===== src/rtl/mem_bus_pkg.sv =====
`default_nettype none
// +--------------------------------------------------------------------------+
// | mem_bus_pkg                                                              |
// | Shared types for the req/gnt/rvalid data-bus initiator.                  |
// | Revision: 1.0                                                            |
// +--------------------------------------------------------------------------+
package mem_bus_pkg;

  // Full bus command; wdata is sized for the widest bus (32 data + cap tag).
  typedef struct packed {
    logic        we;
    logic [3:0]  be;
    logic [31:0] addr;
    logic [32:0] wdata;
  } mem_cmd_t;

  // What a response needs from its originating command.
  typedef struct packed {
    logic        we;
    logic [31:0] addr;
  } pend_ent_t;

  // Bus side state: IDLE drives data_req low, REQ drives it high.
  typedef enum logic [0:0] {
    IDLE = 1'b0,
    REQ  = 1'b1
  } init_state_e;

endpackage
`default_nettype wire


===== src/rtl/mem_init_pend_fifo.sv =====
`default_nettype none
// +--------------------------------------------------------------------------+
// | mem_init_pend_fifo                                                       |
// | Synchronous FIFO holding accepted-but-unanswered commands. Pointers     |
// | carry an extra wrap bit so full and empty are distinguishable.          |
// | Push and pop in the same cycle are legal even when full.                 |
// | Revision: 1.0                                                            |
// +--------------------------------------------------------------------------+
module mem_init_pend_fifo #(
  parameter int unsigned DEPTH = 4,
  parameter int unsigned WIDTH = 33
) (
  input  logic             clk,
  input  logic             rst,
  input  logic             push,
  input  logic [WIDTH-1:0] push_data,
  input  logic             pop,
  output logic             full,
  output logic             empty,
  output logic [WIDTH-1:0] head
);

  localparam int unsigned AW = $clog2(DEPTH);

  logic [AW:0]      wr_ptr_q, wr_ptr_d;
  logic [AW:0]      rd_ptr_q, rd_ptr_d;
  logic [WIDTH-1:0] mem_q [DEPTH];
  logic [WIDTH-1:0] mem_d [DEPTH];

  assign empty = (wr_ptr_q == rd_ptr_q);
  assign full  = (wr_ptr_q[AW] != rd_ptr_q[AW]) &&
                 (wr_ptr_q[AW-1:0] == rd_ptr_q[AW-1:0]);
  assign head  = mem_q[rd_ptr_q[AW-1:0]];

  // Next-state: write at tail on push, advance head on pop.
  always_comb begin
    mem_d    = mem_q;
    wr_ptr_d = wr_ptr_q;
    rd_ptr_d = rd_ptr_q;
    if (push) begin
      mem_d[wr_ptr_q[AW-1:0]] = push_data;
      wr_ptr_d                = wr_ptr_q + (AW+1)'(1);
    end
    if (pop) begin
      rd_ptr_d = rd_ptr_q + (AW+1)'(1);
    end
  end

  // State registers; reset discards all pending entries.
  always_ff @(posedge clk or posedge rst) begin
    if (rst) begin
      wr_ptr_q <= '0;
      rd_ptr_q <= '0;
      for (int i = 0; i < int'(DEPTH); i++) begin
        mem_q[i] <= '0;
      end
    end else begin
      wr_ptr_q <= wr_ptr_d;
      rd_ptr_q <= rd_ptr_d;
      mem_q    <= mem_d;
    end
  end

endmodule
`default_nettype wire


===== src/rtl/mem_initiator.sv =====
`default_nettype none
// +--------------------------------------------------------------------------+
// | mem_initiator                                                            |
// | Initiator side of the req/gnt/rvalid data bus. Turns valid/ready        |
// | commands into registered bus requests, keeps up to MAX_OUTST commands  |
// | in flight and returns in-order responses one cycle after rvalid.       |
// | Flags rvalid with no granted request outstanding (proto_err).          |
// | Optional grant watchdog: define MEM_INIT_TIMEOUT_EN.                     |
// | Revision: 1.0                                                            |
// +--------------------------------------------------------------------------+
module mem_initiator
  import mem_bus_pkg::*;
#(
  parameter int unsigned MAX_OUTST = 4,
  parameter int unsigned MEM_DW    = 32,
  parameter int unsigned TIMEOUT   = 64
) (
  input  logic              clk,
  input  logic              rst,
  input  logic              cmd_valid,
  output logic              cmd_ready,
  input  logic              cmd_we,
  input  logic [3:0]        cmd_be,
  input  logic [31:0]       cmd_addr,
  input  logic [MEM_DW-1:0] cmd_wdata,
  output logic              data_req,
  output logic              data_we,
  output logic [3:0]        data_be,
  output logic [31:0]       data_addr,
  output logic [MEM_DW-1:0] data_wdata,
  input  logic              data_gnt,
  input  logic              data_rvalid,
  input  logic [MEM_DW-1:0] data_rdata,
  input  logic              data_err,
  output logic              rsp_valid,
  output logic              rsp_we,
  output logic [31:0]       rsp_addr,
  output logic [MEM_DW-1:0] rsp_rdata,
  output logic              rsp_err,
  output logic              proto_err,
  output logic              gnt_timeout
);

  localparam int unsigned CNT_W    = $clog2(MAX_OUTST) + 1;
  localparam logic [0:0]  ST_IDLE  = IDLE;
  localparam logic [0:0]  ST_REQ   = REQ;

  logic [0:0]        state_q, state_d;
  logic              we_q, we_d;
  logic [3:0]        be_q, be_d;
  logic [31:0]       addr_q, addr_d;
  logic [MEM_DW-1:0] wdata_q, wdata_d;
  logic [CNT_W-1:0]  gnt_cnt_q, gnt_cnt_d;
  logic              rsp_valid_q, rsp_valid_d;
  logic              rsp_we_q, rsp_we_d;
  logic [31:0]       rsp_addr_q, rsp_addr_d;
  logic [MEM_DW-1:0] rsp_rdata_q, rsp_rdata_d;
  logic              rsp_err_q, rsp_err_d;
  logic              proto_err_q, proto_err_d;

  logic      grant, accept, pop;
  logic      pend_full, pend_empty;
  pend_ent_t push_ent, head_ent;

  assign data_req   = (state_q == ST_REQ);
  assign grant      = data_req && data_gnt;
  // A response is only legal when some granted request is still unanswered.
  assign pop        = data_rvalid && (gnt_cnt_q != '0) && !pend_empty;
  assign cmd_ready  = (!data_req || data_gnt) && (!pend_full || pop);
  assign accept     = cmd_valid && cmd_ready;
  assign push_ent   = '{we: cmd_we, addr: cmd_addr};

  assign data_we    = we_q;
  assign data_be    = be_q;
  assign data_addr  = addr_q;
  assign data_wdata = wdata_q;
  assign rsp_valid  = rsp_valid_q;
  assign rsp_we     = rsp_we_q;
  assign rsp_addr   = rsp_addr_q;
  assign rsp_rdata  = rsp_rdata_q;
  assign rsp_err    = rsp_err_q;
  assign proto_err  = proto_err_q;

  mem_init_pend_fifo #(
    .DEPTH (MAX_OUTST),
    .WIDTH ($bits(pend_ent_t))
  ) u_pend_fifo (
    .clk       (clk),
    .rst       (rst),
    .push      (accept),
    .push_data (push_ent),
    .pop       (pop),
    .full      (pend_full),
    .empty     (pend_empty),
    .head      (head_ent)
  );

  // Next-state for bus FSM, bus fields, grant counter, response and flags.
  always_comb begin
    state_d     = state_q;
    we_d        = we_q;
    be_d        = be_q;
    addr_d      = addr_q;
    wdata_d     = wdata_q;
    gnt_cnt_d   = gnt_cnt_q;
    rsp_valid_d = pop;
    rsp_we_d    = rsp_we_q;
    rsp_addr_d  = rsp_addr_q;
    rsp_rdata_d = rsp_rdata_q;
    rsp_err_d   = rsp_err_q;
    proto_err_d = proto_err_q | (data_rvalid && (gnt_cnt_q == '0));

    // Bus fields only load on accept, which can only happen when the
    // current request (if any) is being granted, so they never move early.
    if (accept) begin
      state_d = ST_REQ;
      we_d    = cmd_we;
      be_d    = cmd_be;
      addr_d  = cmd_addr;
      wdata_d = cmd_wdata;
    end else if (grant) begin
      state_d = ST_IDLE;
    end

    if (grant && !pop) begin
      gnt_cnt_d = gnt_cnt_q + CNT_W'(1);
    end else if (!grant && pop) begin
      gnt_cnt_d = gnt_cnt_q - CNT_W'(1);
    end

    if (pop) begin
      rsp_we_d    = head_ent.we;
      rsp_addr_d  = head_ent.addr;
      rsp_rdata_d = head_ent.we ? '0 : data_rdata;
      rsp_err_d   = data_err;
    end
  end

  // State registers; async reset drops data_req immediately.
  always_ff @(posedge clk or posedge rst) begin
    if (rst) begin
      state_q     <= ST_IDLE;
      we_q        <= 1'b0;
      be_q        <= '0;
      addr_q      <= '0;
      wdata_q     <= '0;
      gnt_cnt_q   <= '0;
      rsp_valid_q <= 1'b0;
      rsp_we_q    <= 1'b0;
      rsp_addr_q  <= '0;
      rsp_rdata_q <= '0;
      rsp_err_q   <= 1'b0;
      proto_err_q <= 1'b0;
    end else begin
      state_q     <= state_d;
      we_q        <= we_d;
      be_q        <= be_d;
      addr_q      <= addr_d;
      wdata_q     <= wdata_d;
      gnt_cnt_q   <= gnt_cnt_d;
      rsp_valid_q <= rsp_valid_d;
      rsp_we_q    <= rsp_we_d;
      rsp_addr_q  <= rsp_addr_d;
      rsp_rdata_q <= rsp_rdata_d;
      rsp_err_q   <= rsp_err_d;
      proto_err_q <= proto_err_d;
    end
  end

`ifdef MEM_INIT_TIMEOUT_EN
  localparam int unsigned WD_W = $clog2(TIMEOUT + 1);

  logic [WD_W-1:0] wd_cnt_q, wd_cnt_d;
  logic            gnt_timeout_q, gnt_timeout_d;

  assign gnt_timeout = gnt_timeout_q;

  // Watchdog: count ungranted request cycles, saturate at TIMEOUT.
  always_comb begin
    wd_cnt_d      = wd_cnt_q;
    gnt_timeout_d = gnt_timeout_q;
    if (!data_req || data_gnt) begin
      wd_cnt_d = '0;
    end else if (wd_cnt_q != WD_W'(TIMEOUT)) begin
      wd_cnt_d = wd_cnt_q + WD_W'(1);
    end
    if (wd_cnt_d == WD_W'(TIMEOUT)) begin
      gnt_timeout_d = 1'b1;
    end
  end

  // Watchdog registers; the flag is sticky until reset.
  always_ff @(posedge clk or posedge rst) begin
    if (rst) begin
      wd_cnt_q      <= '0;
      gnt_timeout_q <= 1'b0;
    end else begin
      wd_cnt_q      <= wd_cnt_d;
      gnt_timeout_q <= gnt_timeout_d;
    end
  end
`else
  logic unused_timeout;
  assign unused_timeout = (TIMEOUT != 0);
  assign gnt_timeout    = 1'b0;
`endif

endmodule
`default_nettype wire


===== config.mk =====
export PLATFORM = sky130hd
export DESIGN_NAME = mem_initiator
export DESIGN_NICKNAME = d
export VERILOG_FILES = /design/src/rtl/mem_bus_pkg.sv /design/src/rtl/mem_init_pend_fifo.sv /design/src/rtl/mem_initiator.sv
export SDC_FILE = /design/constraint.sdc
export NUM_CORES = 1
export LEC_CHECK = 0
export BUFFER_PORTS_ARGS = -buffer_cell sky130_fd_sc_hd__buf_2
export CAP_MARGIN = 0
export CORE_MARGIN = 4
export CORE_UTILIZATION = 49
export DETAILED_ROUTE_END_ITERATION = 10
export PLACE_DENSITY = 0.77
export SYNTH_ARGS = -nofsm -noshare
export SYNTH_HDL_FRONTEND = slang
export SYNTH_SLANG_ARGS = --single-unit

===== constraint.sdc =====
create_clock -name clk -period 9.4 [get_ports clk]
set_clock_uncertainty 0.05 [all_clocks]
set_input_delay 1.88 -clock clk [delete_from_list [all_inputs] [get_ports clk]]
set_output_delay 1.88 -clock clk [all_outputs]
set_load 0.005 [all_outputs]

==> parameters.txt, run 1 <==
Parameter                              Value

Clock network
  Clock slew at the register clock pins of the worst setup and hold paths    0.06 ns
  Post-cts sizing count    0
  Hold bufs inserted after CTS    0
  Post-CTS setup buffer count    0
  Source-to-sink clock delay at the later pin of the worst-skew pair    0.53 ns
  Clk Tree Root Cell    sky130_fd_sc_hd__clkbuf_16
  TritonCTS clock tree    done
  Total clock buffers created by CTS    28
  CTS max path bufs    3
  TritonCTS Sinks    279
  Deepest level of the CTS H-tree    1

STA
  Post-route clock period utilization    55.33%
  Number of max-slew violations in the final report    0
  Number of endpoints failing setup at the final stage    0
  Worst slew pin tran    1.041 ns
  Max Freq    192.3 MHz
  Final-report hold violation count    0
  Final critical-path required period    5.201 ns
  Relative slew slack    30.50%
  Total negative slack    0 ns
  RSZ-0062 raised after global routing    false

Critical path
  Startpoint type of the worst setup path    primary input
  Largest delay contributor family on the critical path    compound AO/OA/AOI/OAI gates
  Critical-path cell with the highest stage delay    sky130_fd_sc_hd__a41o_2
  Data arrival time of the critical path    3.27 ns
  Ordered cell list for the critical path    buf_2 > o31ai_1 > a41o_2 > inv_6 > buf_2
  Worst Path Max Fanout    34
  Critical path type    in -> out
  Worst path buffer plus inverter count    3
  Critical Path Sink Type    output port
  Cells on worst reg2reg path    6
  CP Depth    5
  Crit-path most repeated cell    sky130_fd_sc_hd__buf_2
  Data required time at the worst endpoint    7.47 ns
  Biggest cell delay along the critical path    0.83 ns

Pwr
  Power Dens Cells    373.6 nW/µm²
  Net Sw Frac    34.23%
  Leakage    6.635 nW
  Fraction of power consumed by sequential logic    41.1%
  Switching component of the power    1.745 mW
  Highest ir drop seen on vdd    0.1606 mV
  Portion of total power attributed to combinational logic    36.0%
  Clock network power share    23.0%
  Internal power of the cells    3.352 mW
  Overall power    5.097 mW

Layout
  Non-filler cells in the finished layout    1378
  Net count of the finished layout    1188
  Commonest non-fill, non-tap cell in the layout    sky130_fd_sc_hd__dfrtp_1
  Antenna Diode Count    0
  Area growth from synthesis to layout    20.50%
  Most frequent cells in the layout    sky130_fd_sc_hd__dfrtp_1 (277), sky130_fd_sc_hd__buf_2 (245), sky130_fd_sc_hd__nand2_1 (201)
  Fraction of layout cells with a size suffix above 1    35.22%

Logic synthesis
  Mean area per synthesized cell    13.16 µm²
  Post-Synth Simple-Gate Area    8.775%
  Synth Area in XOR/XNOR    0.8510%
  Cell variety after synth    33
  Post-synthesis share of cell area spent on full adders, half adders and majority gates    0.8400%
  Number of warnings printed during yosys synthesis    0
  Synth Net Count    974
  Number of storage elements in the synthesis netlist    279
  Dominant combinational cell family by area after synthesis    compound AO/OA/AOI/OAI gates
  Synthesized-area fraction occupied by ao, oa, aoi and oai cells    13.11%
  Register area share after synthesis    61.67%
  Area of the mapped netlist    11320 µm²
  Number of instances in the synthesized netlist    860
  Portion of netlist area occupied by mux cells    11.48%

Global route
  Number of antenna violations at the first check in global routing    0
  Largest net degree at the start of global routing    187
  Global-route usage over all layers    21.91%
  First-pass GRT wire length    45890 µm
  Residual overflow from global routing    0
  Number of global-route vias before repair    8268

Placement
  Estimated wirelength of the detail-placed design    16670 µm
  # placed instances    1329
  Count of buffers from port buffering    245
  Weighted congestion reported at the end of routability-driven placement    0.7523

Floorplanning
  X dimension of the die    160 µm
  Core Footprint    22710 µm²
  Total I/O pin count    247
  Area of the die    25600 µm²
  Y dimension of the die    160 µm
  Starting Density    49.85%
  Number of placement rows    55

Drt
  DRC violation count after routing    0
  Via count of the routed design    7886
  Vias per cell    5.723
  Drt first pass iters    5
  Total Wirelength    28280 µm
  Routed Antenna Nets    0
  Wire length per cell after detailed routing    20.52 µm
  Violation count after the first detailed-route iteration    627

Hold path
  Worst hold path class    reg -> reg
  Worst hold path depth    1

Status
  Status    completed

Flow run
  Max-cap viol count    0
[logic make-up after synthesis]
family / count (synthesis)
flip-flops: 279
AND/OR/NAND/NOR: 247
XOR/XNOR: 11
adder cells (fa/ha/maj): 7
other: 1
buffers and inverters: 72
AO/OA/AOI/OAI: 170
multiplexers: 73
[worst reg2reg max path, cell delays in order (launching register included)]
cell	delay, ns
sky130_fd_sc_hd__dfrtp_2	1.02
sky130_fd_sc_hd__xnor2_1	0.26
sky130_fd_sc_hd__a41o_2	0.81
sky130_fd_sc_hd__inv_6	0.16
sky130_fd_sc_hd__nand2_4	0.27
sky130_fd_sc_hd__buf_4	0.78
sky130_fd_sc_hd__mux2_2	0.46
[final cells by class]
class	instances	area, µm²
fillers	1818	9067
clock inverters	10	132.6
clock buffers	39	853.3
inverters	6	31.28
flip-flops and latches	279	6984
multi-input cells	509	4008
repair buffers	250	1276
well taps	285	356.6
[per-stage QoR]
step | utilization (%) | instance area, µm² | setup slack, ns | hold slack, ns
3_3_place_gp | 55.73 | 12660 | 4.237 | 0.3860
5_1_grt | 60.07 | 13640 | 4.087 | 0.4204
2_1_floorplan | - | 11320 | 3.777 | 0.4009
4_1_cts | 60.07 | 13640 | 4.191 | 0.4034
3_5_place_dp | 55.73 | 12660 | 4.196 | 0.3889
6_report | 60.07 | 13640 | 4.199 | 0.4015
[registers in the layout, summed over array words and instances (netlist names), 3 cells and up]
name,cells
u_pend_fifo.mem_q,132
data_addr,32
data_wdata,32
rsp_addr,32
rsp_rdata,32
data_be,4
gnt_cnt_q,3
u_pend_fifo.rd_ptr_q,3
u_pend_fifo.wr_ptr_q,3
[routing by layer]
| metal | GRT usage, % | routed length, µm | vias to the layer above |
|---|---|---|---|
| met3 | 3.226 | 1870 | 41 |
| met2 | 35.88 | 13690 | 307 |
| met5 | 0 | 0 | - |
| met1 | 31.36 | 12230 | 4015 |
| met4 | 5.358 | 488 | 0 |
| li1 | - | - | 3523 |
[power groups by stage]
stage                     Combinational [mW]  Sequential (mW)  Clock [mW]
after floorplan                         1.27             2.03           0
after global placement                  1.81             2.08           0
final                                   1.83             2.09        1.17
after detailed placement                1.86             2.09           0
after CTS                               1.86             2.09        1.19
after global routing                    2.01             2.16        1.25
[path summary, 6_finish.rpt]
| kind | slack, ns | end | from |
|---|---|---|---|
| worst max-delay path | 4.20 | cmd_ready | data_rvalid |
| worst min-delay path | 0.40 | proto_err$_DFF_PP0_ | proto_err$_DFF_PP0_ |
| worst max register to register | 5.49 | data_be[2]$_DFFE_PP0P_ | u_pend_fifo.rd_ptr_q[1]$_DFFE_PP0P_ |
| worst min register to register | 0.40 | proto_err$_DFF_PP0_ | proto_err$_DFF_PP0_ |
| max in group asynchronous | 6.69 | u_pend_fifo.mem_q[0]$_DFFE_PP0P_ | rst |
| min in group asynchronous | 1.29 | rsp_rdata[13]$_DFFE_PP0P_ | rst |
[Yosys cell counts]
cell type                   number  share of area [%]
sky130_fd_sc_hd__ha_1            6               0.66
sky130_fd_sc_hd__xor2_1          3               0.23
sky130_fd_sc_hd__xnor2_1         8               0.62
sky130_fd_sc_hd__mux2i_1         2               0.18
sky130_fd_sc_hd__nand2b_1        1              0.055
sky130_fd_sc_hd__nand2_4         1              0.099
sky130_fd_sc_hd__nand3_1        35                1.5
sky130_fd_sc_hd__mux4_2         32                6.4
sky130_fd_sc_hd__buf_6           6               0.60
sky130_fd_sc_hd__inv_2           1              0.033
sky130_fd_sc_hd__fa_1            1               0.18
sky130_fd_sc_hd__mux2_4         32                4.2
sky130_fd_sc_hd__clkbuf_1       26               0.86
sky130_fd_sc_hd__nor3_1          1              0.044
sky130_fd_sc_hd__a31o_2          1              0.077
sky130_fd_sc_hd__nand3_2         1              0.088
sky130_fd_sc_hd__a41o_1          1              0.088
sky130_fd_sc_hd__buf_1           7               0.23
sky130_fd_sc_hd__dfrtp_1       279                 62
sky130_fd_sc_hd__o21ai_0         1              0.044
sky130_fd_sc_hd__o2bb2ai_1     165                 13
sky130_fd_sc_hd__nand2_1       205                6.8
sky130_fd_sc_hd__buf_4           5               0.33
sky130_fd_sc_hd__conb_1          1              0.033
sky130_fd_sc_hd__nor2b_1         1              0.055
sky130_fd_sc_hd__and2_1          1              0.055
sky130_fd_sc_hd__inv_6           1              0.077
sky130_fd_sc_hd__inv_1           4               0.13
sky130_fd_sc_hd__o31ai_1         1              0.066
sky130_fd_sc_hd__nor2_1          1              0.033
sky130_fd_sc_hd__a21o_1          1              0.066
sky130_fd_sc_hd__mux2_2          7               0.70
sky130_fd_sc_hd__buf_2          22               0.97
Note: power is estimated with default switching activity, not from simulation.
==> run 2, diff against run 1 <==
- CORE_UTILIZATION: 49 -> 54
- PLACE_DENSITY: 0.77 -> 0.8
- clock period: 9.4 -> 5.08 ns (I/O delays scaled with it)
==> parameters.txt, run 2 (synthesis results as in run 1) <==
Parameter                              Value

Status
  Status    completed

STA
  Final-report hold violation count    0
  Total negative slack    0 ns
  Final critical-path required period    2.967 ns
  Number of max-slew violations in the final report    0
  Worst slew pin tran    1.012 ns
  Max Freq    337.1 MHz
  Relative slew slack    32.46%
  RSZ-0062 raised after global routing    false
  Post-route clock period utilization    58.40%
  Number of endpoints failing setup at the final stage    0
  Worst hold slack    0.4004 ns

Layout
  Most frequent cells in the layout    sky130_fd_sc_hd__dfrtp_1 (277), sky130_fd_sc_hd__buf_2 (245), sky130_fd_sc_hd__nand2_1 (201)
  Number of flip-flops under the largest register name    132
  Area growth from synthesis to layout    19.29%
  Seq. cell area    6984 µm²
  Largest register by flop count    u_pend_fifo.mem_q
  Fill cell total of the finished layout    1453
  Net count of the finished layout    1191
  Antenna Diode Count    0
  Footprint of the multi-input gates    4008 µm²
  Fraction of layout cells with a size suffix above 1    34.58%
  Commonest non-fill, non-tap cell in the layout    sky130_fd_sc_hd__dfrtp_1
  Non-filler cells in the finished layout    1363

Global route
  Number of antenna violations at the first check in global routing    0
  Residual overflow from global routing    0
  First-pass GRT wire length    45410 µm
  Largest net degree at the start of global routing    170
  Global-route usage over all layers    23.81%
  Number of global-route vias before repair    8298

Floorplanning
  Total I/O pin count    247
  Area of the die    23340 µm²
  Number of placement rows    52
  Core Footprint    20430 µm²
  Y dimension of the die    152.8 µm
  X dimension of the die    152.8 µm
  Starting Density    55.41%

Clock network
  Deepest level of the CTS H-tree    1
  Post-CTS setup buffer count    0
  Source-to-sink clock delay at the later pin of the worst-skew pair    0.53 ns
  CTS max path bufs    3
  Clk Tree Root Cell    sky130_fd_sc_hd__clkbuf_16
  TritonCTS Sinks    279
  Clock slew at the register clock pins of the worst setup and hold paths    0.06 ns
  Post-cts sizing count    0
  Total clock buffers created by CTS    27
  TritonCTS clock tree    done
  Hold bufs inserted after CTS    0

Placement
  Weighted congestion reported at the end of routability-driven placement    0.7979
  Estimated wirelength of the detail-placed design    17090 µm
  Count of buffers from port buffering    245
  # placed instances    1318

Drt
  Drt first pass iters    5
  Wire length per cell after detailed routing    20.40 µm
  Violation count after the first detailed-route iteration    635
  DRC violation count after routing    0
  Routed Antenna Nets    0
  Total Wirelength    27810 µm
  Vias per cell    5.819
  Via count of the routed design    7931

Hold path
  Worst hold path class    reg -> reg

Critical path
  Worst Path Max Fanout    10
  Startpoint type of the worst setup path    flop
  Critical Path Sink Type    output port
  Data arrival time of the critical path    1.90 ns
  Critical path type    reg -> out
  Data required time at the worst endpoint    4.01 ns

Pwr
  Overall power    9.190 mW
  Highest ir drop seen on vdd    0.4330 mV
  Power Dens Cells    680.5 nW/µm²
  Leakage    6.573 nW

Flow run
  Max-cap viol count    0
==> run 2: cell types whose count changed in the layout (fill, tap and decap cells not counted) <==
cell                        change
sky130_fd_sc_hd__clkbuf_1       +7
sky130_fd_sc_hd__bufinv_16      -2
sky130_fd_sc_hd__clkbuf_8       -4
sky130_fd_sc_hd__clkinv_4       -2
sky130_fd_sc_hd__buf_4          +3
sky130_fd_sc_hd__buf_12         +1
sky130_fd_sc_hd__clkinv_2       -1
sky130_fd_sc_hd__clkbuf_16      -2
==> run 2: final timing paths <==
path | start | endpoint | slack (ns) | cells past startpoint
max in group asynchronous | rst | rsp_addr[29]$_DFFE_PP0P_ | 3.57 | 3
max reg2reg | gnt_cnt_q[0]$_DFFE_PP0P_ | gnt_cnt_q[2]$_DFFE_PP0P_ | 2.22 | 9
min | proto_err$_DFF_PP0_ | proto_err$_DFF_PP0_ | 0.40 | 1
max | gnt_cnt_q[0]$_DFFE_PP0P_ | cmd_ready | 2.11 | 4
min reg2reg | proto_err$_DFF_PP0_ | proto_err$_DFF_PP0_ | 0.40 | 1
min in group asynchronous | rst | rsp_rdata[13]$_DFFE_PP0P_ | 0.63 | 3
==> run 2: stage by stage <==
stage	instance area (µm²)	utilization, %	setup WS, ns
floorplan	11320	-	0.3207
detailed placement	12680	62.07	1.756
CTS	13500	66.10	2.075
global placement	12680	62.07	1.806
finish	13500	66.10	2.113
global route	13500	66.10	1.955
==> run 2: cell type report <==
cell class | count | share of cell area, %
Sequential cell | 279 | 51.72
Multi-Input combinational cell | 509 | 29.68
Timing Repair Buffer | 254 | 9.766
Clock buffer | 40 | 5.735
Tap cell | 270 | 2.502
Clock inverter | 5 | 0.3706
Inverter | 6 | 0.2316
==> run 2: metal layers <==
layer / wire length [µm] / global-route usage, % / share of wire, %
met1: 11850 / 33.54 / 43
met2: 13480 / 38.63 / 48
met3: 1747 / 3.863 / 6.3
met4: 730 / 7.425 / 2.6
met5: 0 / 0 / 0
==> run 2: where the power goes <==
group	total [mW]	internal (mW)	switching [mW]
sequential	3.83	3.25	0.582
clock	1.90	1.09	0.805
combinational	3.46	1.66	1.80
total	9.19	6.00	3.19
==> run 2: worst max-delay path, stage by stage, from the launching register on <==
cell and delay [ns]:
sky130_fd_sc_hd__dfrtp_1 0.44, sky130_fd_sc_hd__o31ai_1 0.39, sky130_fd_sc_hd__a41o_2 0.31, sky130_fd_sc_hd__inv_6 0.07, sky130_fd_sc_hd__buf_2 0.16
